[src/rtl/writeback_arbiter.sv]
// writeback_arbiter
//   Writeback stage in front of the register file's single write port.
//   Merges a one-cycle ALU result channel and a buffered load-return
//   channel. A starvation guard forces a load drain after MAX_STARVE
//   consecutive ALU wins over a non-empty FIFO. Writes to R15 go to the
//   PC-load output instead of the register file.
//
// Optional feature macro: WB_PERF_COUNT_EN
//   Adds saturating stall_count / full_count perf counters.
//
// Ports
//   clk, reset                 clock, async active-low reset
//   alu_valid/rd/data          ALU result in
//   alu_stall                  ALU result not taken this cycle, re-present
//   mem_valid/rd/data          load return in
//   mem_ready                  FIFO not full
//   WE3/A3/WD3                 registered register-file write port
//   pc_load/pc_target          registered R15 write pulse and data
//   pending_mask               one bit per register with a buffered load
//   stall_count/full_count     perf counters (WB_PERF_COUNT_EN only)
module writeback_arbiter #(
  parameter int DEPTH      = 4,
  parameter int MAX_STARVE = 3,
  parameter int M          = 32
) (
  input  logic         clk,
  input  logic         reset,
  input  logic         alu_valid,
  input  logic [3:0]   alu_rd,
  input  logic [M-1:0] alu_data,
  output logic         alu_stall,
  input  logic         mem_valid,
  output logic         mem_ready,
  input  logic [3:0]   mem_rd,
  input  logic [M-1:0] mem_data,
  output logic         WE3,
  output logic [3:0]   A3,
  output logic [M-1:0] WD3,
  output logic         pc_load,
  output logic [M-1:0] pc_target,
  output logic [15:0]  pending_mask
`ifdef WB_PERF_COUNT_EN
  ,
  output logic [15:0]  stall_count,
  output logic [15:0]  full_count
`endif
);

  localparam int AW = $clog2(DEPTH);
  localparam int CW = AW + 1;
  localparam int SW = $clog2(MAX_STARVE + 1);

  localparam logic [0:0] NORMAL  = 1'b0;
  localparam logic [0:0] STARVED = 1'b1;

  typedef struct packed {
    logic [3:0]   rd;
    logic [M-1:0] data;
  } wb_ent_t;

  wb_ent_t          ent_q [DEPTH];
  logic [DEPTH-1:0] ent_vld;
  logic [AW-1:0]    wr_ptr, rd_ptr;
  logic [CW-1:0]    count;
  logic [SW-1:0]    starve_cnt, starve_nxt;
  logic [0:0]       state, state_nxt;

  logic    empty, full, push, pop, forced, alu_win, drain, sel_vld;
  wb_ent_t sel_ent;

  // Empty/full come from registered count only, so a push this cycle is
  // never drainable until the next one.
  assign empty     = (count == '0);
  assign full      = (count == CW'(DEPTH));
  assign mem_ready = !full;
  assign push      = mem_valid & mem_ready;

  assign forced    = (state == STARVED) && !empty;
  assign alu_win   = !forced && alu_valid;
  assign drain     = !forced && !alu_valid && !empty;
  assign pop       = forced | drain;
  assign alu_stall = forced & alu_valid;
  assign sel_vld   = alu_win | pop;
  assign sel_ent   = alu_win ? wb_ent_t'{rd: alu_rd, data: alu_data} : ent_q[rd_ptr];

  always_comb begin
    pending_mask = '0;
    for (int i = 0; i < DEPTH; i++)
      if (ent_vld[i]) pending_mask[ent_q[i].rd] = 1'b1;
  end

  // Counter only advances when the ALU beats a non-empty FIFO.
  always_comb begin
    starve_nxt = starve_cnt;
    if (pop || empty)  starve_nxt = '0;
    else if (alu_win)  starve_nxt = starve_cnt + SW'(1);
  end

  always_comb begin
    state_nxt = state;
    case (state)
      NORMAL:  if (starve_nxt == SW'(MAX_STARVE)) state_nxt = STARVED;
      STARVED: if (forced || empty)               state_nxt = NORMAL;
      default: state_nxt = NORMAL;
    endcase
  end

  // FIFO storage carries no reset; validity is tracked in ent_vld.
  always_ff @(posedge clk)
    if (push) ent_q[wr_ptr] <= wb_ent_t'{rd: mem_rd, data: mem_data};

  always_ff @(posedge clk or negedge reset) begin
    if (!reset) begin
      ent_vld    <= '0;
      wr_ptr     <= '0;
      rd_ptr     <= '0;
      count      <= '0;
      starve_cnt <= '0;
      state      <= NORMAL;
    end else begin
      if (pop)  begin ent_vld[rd_ptr] <= 1'b0; rd_ptr <= rd_ptr + AW'(1); end
      if (push) begin ent_vld[wr_ptr] <= 1'b1; wr_ptr <= wr_ptr + AW'(1); end
      case ({push, pop})
        2'b10:   count <= count + CW'(1);
        2'b01:   count <= count - CW'(1);
        default: count <= count;
      endcase
      starve_cnt <= starve_nxt;
      state      <= state_nxt;
    end
  end

  // R15 diverts to pc_load; A3/WD3 keep their last register-file write.
  always_ff @(posedge clk or negedge reset) begin
    if (!reset) begin
      WE3       <= 1'b0;
      A3        <= '0;
      WD3       <= '0;
      pc_load   <= 1'b0;
      pc_target <= '0;
    end else begin
      WE3     <= 1'b0;
      pc_load <= 1'b0;
      if (sel_vld) begin
        if (sel_ent.rd == 4'd15) begin
          pc_load   <= 1'b1;
          pc_target <= sel_ent.data;
        end else begin
          WE3 <= 1'b1;
          A3  <= sel_ent.rd;
          WD3 <= sel_ent.data;
        end
      end
    end
  end

`ifdef WB_PERF_COUNT_EN
  always_ff @(posedge clk or negedge reset) begin
    if (!reset) begin
      stall_count <= '0;
      full_count  <= '0;
    end else begin
      if (alu_stall && stall_count != 16'hFFFF)          stall_count <= stall_count + 16'd1;
      if (full && mem_valid && full_count != 16'hFFFF)   full_count  <= full_count + 16'd1;
    end
  end
`endif

endmodule

[config.mk]
export PLATFORM = sky130hd
export DESIGN_NAME = writeback_arbiter
export DESIGN_NICKNAME = d
export VERILOG_FILES = /design/src/rtl/writeback_arbiter.sv
export SDC_FILE = /design/constraint.sdc
export NUM_CORES = 1
export LEC_CHECK = 0
export CAP_MARGIN = 10
export CORE_MARGIN = 4
export CORE_UTILIZATION = 35
export CTS_CLUSTER_DIAMETER = 150
export DETAILED_ROUTE_END_ITERATION = 8
export GPL_TIMING_DRIVEN = 0
export PLACE_DENSITY = 0.59
export SETUP_SLACK_MARGIN = 0.5
export SYNTH_ARGS = -nofsm -noshare
export SYNTH_HDL_FRONTEND = slang
export SYNTH_SLANG_ARGS = --single-unit
[constraint.sdc]
create_clock -name clk -period 4.2 [get_ports clk]
set_input_delay 1.05 -clock clk [delete_from_list [all_inputs] [get_ports clk]]
set_output_delay 1.05 -clock clk [all_outputs]
set_load 0.01 [all_outputs]
Word level (Yosys, flattened, before mapping)
Memories as Yosys holds them, arrays and structs flattened.
Index checks and enable logic that the tools add are counted.
- bits in writable memories: 144
- bits in registers: 84
- memories kept: 1
- bits in latches: 0
- ROM bits: 0
- memory list (name ; words ; bits a word ; read ports ; clocked after Yosys merged registers in ; wr ports ; line ; source):
    ent_q ; 4 ; 36 ; 5 ; 0 ; 1 ; 61 ; wb_ent_t ent_q [DEPTH];
- equality and inequality tests: 5
- shift operators: 0
- bitwise operators: 12
- mux-type cells: 31
- divide/modulo/power cells: 0
- $mul: 0
- reductions and logical operators: 20
- order comparisons: 12
- $add $sub $neg: 5
- operators with widths (kind ; number):
    16-bit two-way mux ; 4
    16-bit bitwise OR ; 3
    36-bit two-way mux ; 1
    4-bit by 5-bit < comparator with 1-bit output, second input constant ; 4
    1-bit demux with 4-bit select ; 4
    4-bit by 1-bit greater-or-equal comparator with 1-bit output, second input constant ; 4
    1-bit two-way mux ; 14
    1-bit logical AND ; 10
    4-bit two-way mux ; 2
    2-bit by 1-bit adder with 2-bit output, second input constant ; 3
    2-bit by 3-bit < comparator with 1-bit output, second input constant ; 2
    3-bit case mux with 2 select lines ; 1
    4-bit bitwise AND ; 1
    1-bit demux with 2-bit select ; 2
    2-bit == test, second input constant ; 2
    4-bit == test, second input constant ; 1
    2-bit by 1-bit greater-or-equal comparator with 1-bit output, second input constant ; 2
    1-bit logical NOT ; 4
    2-bit two-way mux ; 2
    4-bit inverter ; 1
    4-bit bitwise OR ; 1
    2-bit AND reduction ; 2
    3-bit by 1-bit adder with 3-bit output, second input constant ; 1
    3-bit == test, second input constant ; 1
    9 further kinds ; 13

Depth between registers and ports, before layout
- depth in word-level cells: 12
- mapped depth: 10
- gate-level depth less buffers: 10

Worst setup path before layout
No wires, ideal clock.
- path type: input -> register
- start: input alu_valid
- end: register count[2]
- cell stages on the path: 9
- required time: 4.121 ns
- slack: 1.662 ns
- setup time: 0.079 ns
- data arrival time: 2.459 ns
- path buffers: 1
- cell sequence: inv_1 > o21a_1 > clkbuf_1 > ha_1 > inv_1 > fa_1 > xor2_1 > nor2_1 > xor2_1
- cells in the longest elaborated chain, start to end: 6
- ends and longest elaborated chain (element ; line ; source):
    start: declaration ; 28 ; input logic alu_valid,
    1-bit logical NOT * ; 80 ; assign drain = !forced && !alu_valid && !empty;
    1-bit logical AND * (2 in a row) ; 80 ;
    1-bit bitwise OR * ; 81 ; assign pop = forced | drain;
    2-bit by 1-bit == test with 1-bit output or 2-bit == test (tied branches) ; 123 ; case ({push, pop})
    3-bit case mux with 2 select lines or 2-bit nonzero test (tied branches) ; -- ;
    end signal: assignment ; 124 ; 2'b10: count <= count + CW'(1);
    end signal: assignment ; 125 ; 2'b01: count <= count - CW'(1);
    end signal: assignment ; 126 ; default: count <= count;
    end: declaration ; 64 ; logic [CW-1:0] count;
Every way passes the cells marked *; elsewhere a longest branch is shown, timed or not.
A chain may end at the register's enable or synchronous reset.

Worst setup path after layout
- start: input alu_valid
- end: output alu_stall
- cells in the longest elaborated chain, start to end: 1
- ends and longest elaborated chain (element ; line ; source):
    1-bit bitwise AND ; 82 ; assign alu_stall = forced & alu_valid;
    end: declaration ; 31 ; output logic alu_stall,
Every way passes these cells.

==> flow_summary_export.csv <==
group,metric,value,unit
floorplan,coreArea,27100,µm²
place,hpwl,16400,µm
cts,ctsLongestPathBuffers,3,
power,ir_drop,0.000313,V
timing,max_slew_margin,0.508,
synth,ys_ff_latch,228,
timing,worst_pin_slew,738,ps
setup_path,path_class,"input port to output port",
cells_and_area,nets,829,
timing,clock_skew,10.5,ps
power,powerDensity,699,nW/µm²
timing,report.final.setup_viol,0,
synth,avgSynthCellArea,17.7,µm²
setup_path,slowest_delay,630,ps
global_routing,grt_first_pass_wirelength,36300,µm
cts,clkTransAtPathRegs,60,ps
synth,netlist_area,9710,µm²
cells_and_area,synthToLayoutAreaGrowth,30.8,%
timing,hold_violations,0,
synth,synth-edff-count,144,
cells_and_area,final_core_util,0.469,
cells_and_area,design_area,12700,µm²
global_routing,grt_pass1_vias,6175,
setup_path,critPathBufInv,2,
route,routed_wl,23300,µm
setup_path,worst_ep_required_time,3150,ps
place,gp_congestion,0.792,
cts,cts_buffers,25,
setup_path,start_kind,"input port",
floorplan,start_util,0.358,
floorplan,rows,60,
synth,syn_nets,634,
cells_and_area,drive_gt1_frac,0.268,
global_routing,gr-total-overflow,0,
timing,rsz0062_at_grt,"no",
global_routing,grt_antenna_before_repair,0,
synth,ys_seq_area_frac,0.662,
setup_path,cp_top_family,"buffers and inverters",
route,vias,5701,
synth,synth.distinct_cells,50,
floorplan,pin_count,164,
power,power,8880,µW
synth,synth_area_leaders,"edfxtp_1 (45%), dfrtp_1 (22%), mux2_2 (8.4%), mux4_2 (8.4%), mux2_4 (4.0%)",
floorplan,dieArea,30500,µm²
setup_path,worstPathArrival,2490,ps
place,place_area,11900,µm²
setup_path,crit_path_top_delay_cell,"clkdlybuf4s50_1",
route,post_drt_wl_per_cell,20.6,µm
synth,synth-main-ff-cell,"edfxtp_1",
timing,hold_ws,464,ps
setup_path,path_cells,"clkdlybuf4s50_1, and3_1, clkdlybuf4s50_1",
setup_path,crit_top_cell,"clkdlybuf4s50_1",
timing,slew_violations,0,
timing,finalCritPeriodShare,0.843,
min_path,hold_path_class,"input port to async pin",
synth,yosysWarningCount,0,
place,dp.cells,1088,
synth,synth_top_area_frac,0.446,
route,drc_errors,0,
timing,fmax,0.283,GHz
cells_and_area,fill_cells,2307,
cts,postCtsSetupBuffers,0,
cts,cts_resized,0,
route,first_pass_iters,5,
setup_path,end_kind,"output port",
outcome,outcome,"completed",
timing,fin_crit,3540,ps
synth,synth_top_cell_by_area,"edfxtp_1",
route,drtIter0Drc,308,
floorplan,die_x,175,µm
route,postRouteAntennaNets,0,
place,portBuffers,163,
job,drv_cap,0,
power,power_leakage,0.00463,µW
cells_and_area,multi_input_area,3060,µm²
floorplan,dieHeight,175,µm
cts,h-tree-depth,1,
cells_and_area,final_cells,1133,
setup_path,cp_max_fo,7,
cts,tritoncts,"built",
synth,syn_inst,548,
cts,ctsHoldBuffers,0,
cts,cts-root-buf,"clkbuf_16",
cts,cts_num_sinks,228,
route,via_per_inst,5.03,
cts,clk_latency,510,ps
global_routing,grt_use_total,0.152,
synth,async_flop_share,0.368,
cells_and_area,ff_latch_area,6430,µm²
global_routing,grt_max_degree,58,
cells_and_area,antenna-diode-count,0,
per-stage QoR:
stage	setup TNS, ps	worst slack (ps)
after floorplan	0	1660
after detailed placement	0	658
after CTS	0	674
after global placement	-86620	-1040
final	0	661
after global routing	0	615
layer usage:
| metal | routed length (µm) | track usage |
|---|---|---|
| met1 | 9760 | 0.194 |
| met2 | 11600 | 0.265 |
| met3 | 1260 | 0.0287 |
| met4 | 672 | 0.0409 |
| met5 | 0 | 0 |
synthesized netlist by cell type, drive strengths merged (2+ instances only):
library cell	n
a21o	4
a221o	8
a22oi	6
a31oi	4
and2	2
and3	8
buf	15
clkbuf	10
dfrtp	84
edfxtp	144
ha	9
inv	15
mux2	99
mux2i	2
mux4	36
nand2	19
nand2b	7
nand3	5
nand3b	5
nor2	13
nor2b	7
nor3b	4
o211ai	2
o21ai	3
o221ai	5
o22ai	5
o31ai	2
o32ai	5
or2	4
or3b	2
xnor2	4
xor2	2
registers in the layout, summed over array words and instances (netlist names):
signal,count
rd_ptr,2
ent_q,144
ent_vld,4
state,1
pc_load,1
WE3,1
count,3
wr_ptr,2
pc_target,32
WD3,32
A3,4
starve_cnt,2
layout make-up:
cell class / instances / area share
timing repair buffer: 168 / 0.139
tap: 372 / 0.0367
clock inverter: 11 / 0.00443
buffer: 25 / 0.0130
multi-input combinational: 280 / 0.241
clock buffer: 34 / 0.0551
inverter: 15 / 0.00443
sequential: 228 / 0.506
power breakdown:
group,internal [µW],leakage [µW],switching (µW)
logic,1920,0.00194,1510
registers,3120,0.00231,341
clock network,1160,0.000373,832
total,6200,0.00463,2680
cell usage in the layout, fill, tap and decap left out, types with 5 or more instances in the layout:
cell type and count:
a221o_1 8, a22oi_1 6, buf_16 5, buf_2 7, clkbuf_1 15, clkbuf_16 25
clkdlybuf4s50_1 162, clkinv_2 5, dfrtp_1 84, edfxtp_1 144, ha_1 9, inv_1 15
mux2_2 72, mux2_4 26, mux4_2 36, nand2_1 18, nand2b_1 7, nand3_1 5
nand3b_1 5, nor2_1 13, nor2b_1 7, o221ai_1 5, o22ai_1 5, o32ai_1 5
worst paths after layout:
| kind | from | cells after the start | endpoint | slack (ps) |
|---|---|---|---|---|
| max | alu_valid | 3 | alu_stall | 660 |
| min | reset | 1 | WD3[13] | 460 |
| max reg2reg | ent_q[3][32] | 6 | pc_target[18] | 1680 |
| min reg2reg | starve_cnt[0] | 1 | starve_cnt[0] | 460 |
| max in group asynchronous | reset | 2 | WD3[30] | 3090 |
| min in group clk | starve_cnt[0] | 1 | starve_cnt[0] | 460 |
cells by family after synthesis:
family                   count (synthesis)  share of synthesized area
AND/OR/NAND/NOR                         79                     0.0441
buffers and inverters                   40                     0.0228
XOR/XNOR                                 6                    0.00541
adder cells (fa/ha/maj)                 10                     0.0137
AO/OA/AOI/OAI                           48                     0.0414
flip-flops                             228                      0.662
multiplexers                           137                      0.211
(Power assumes the default switching activity.)
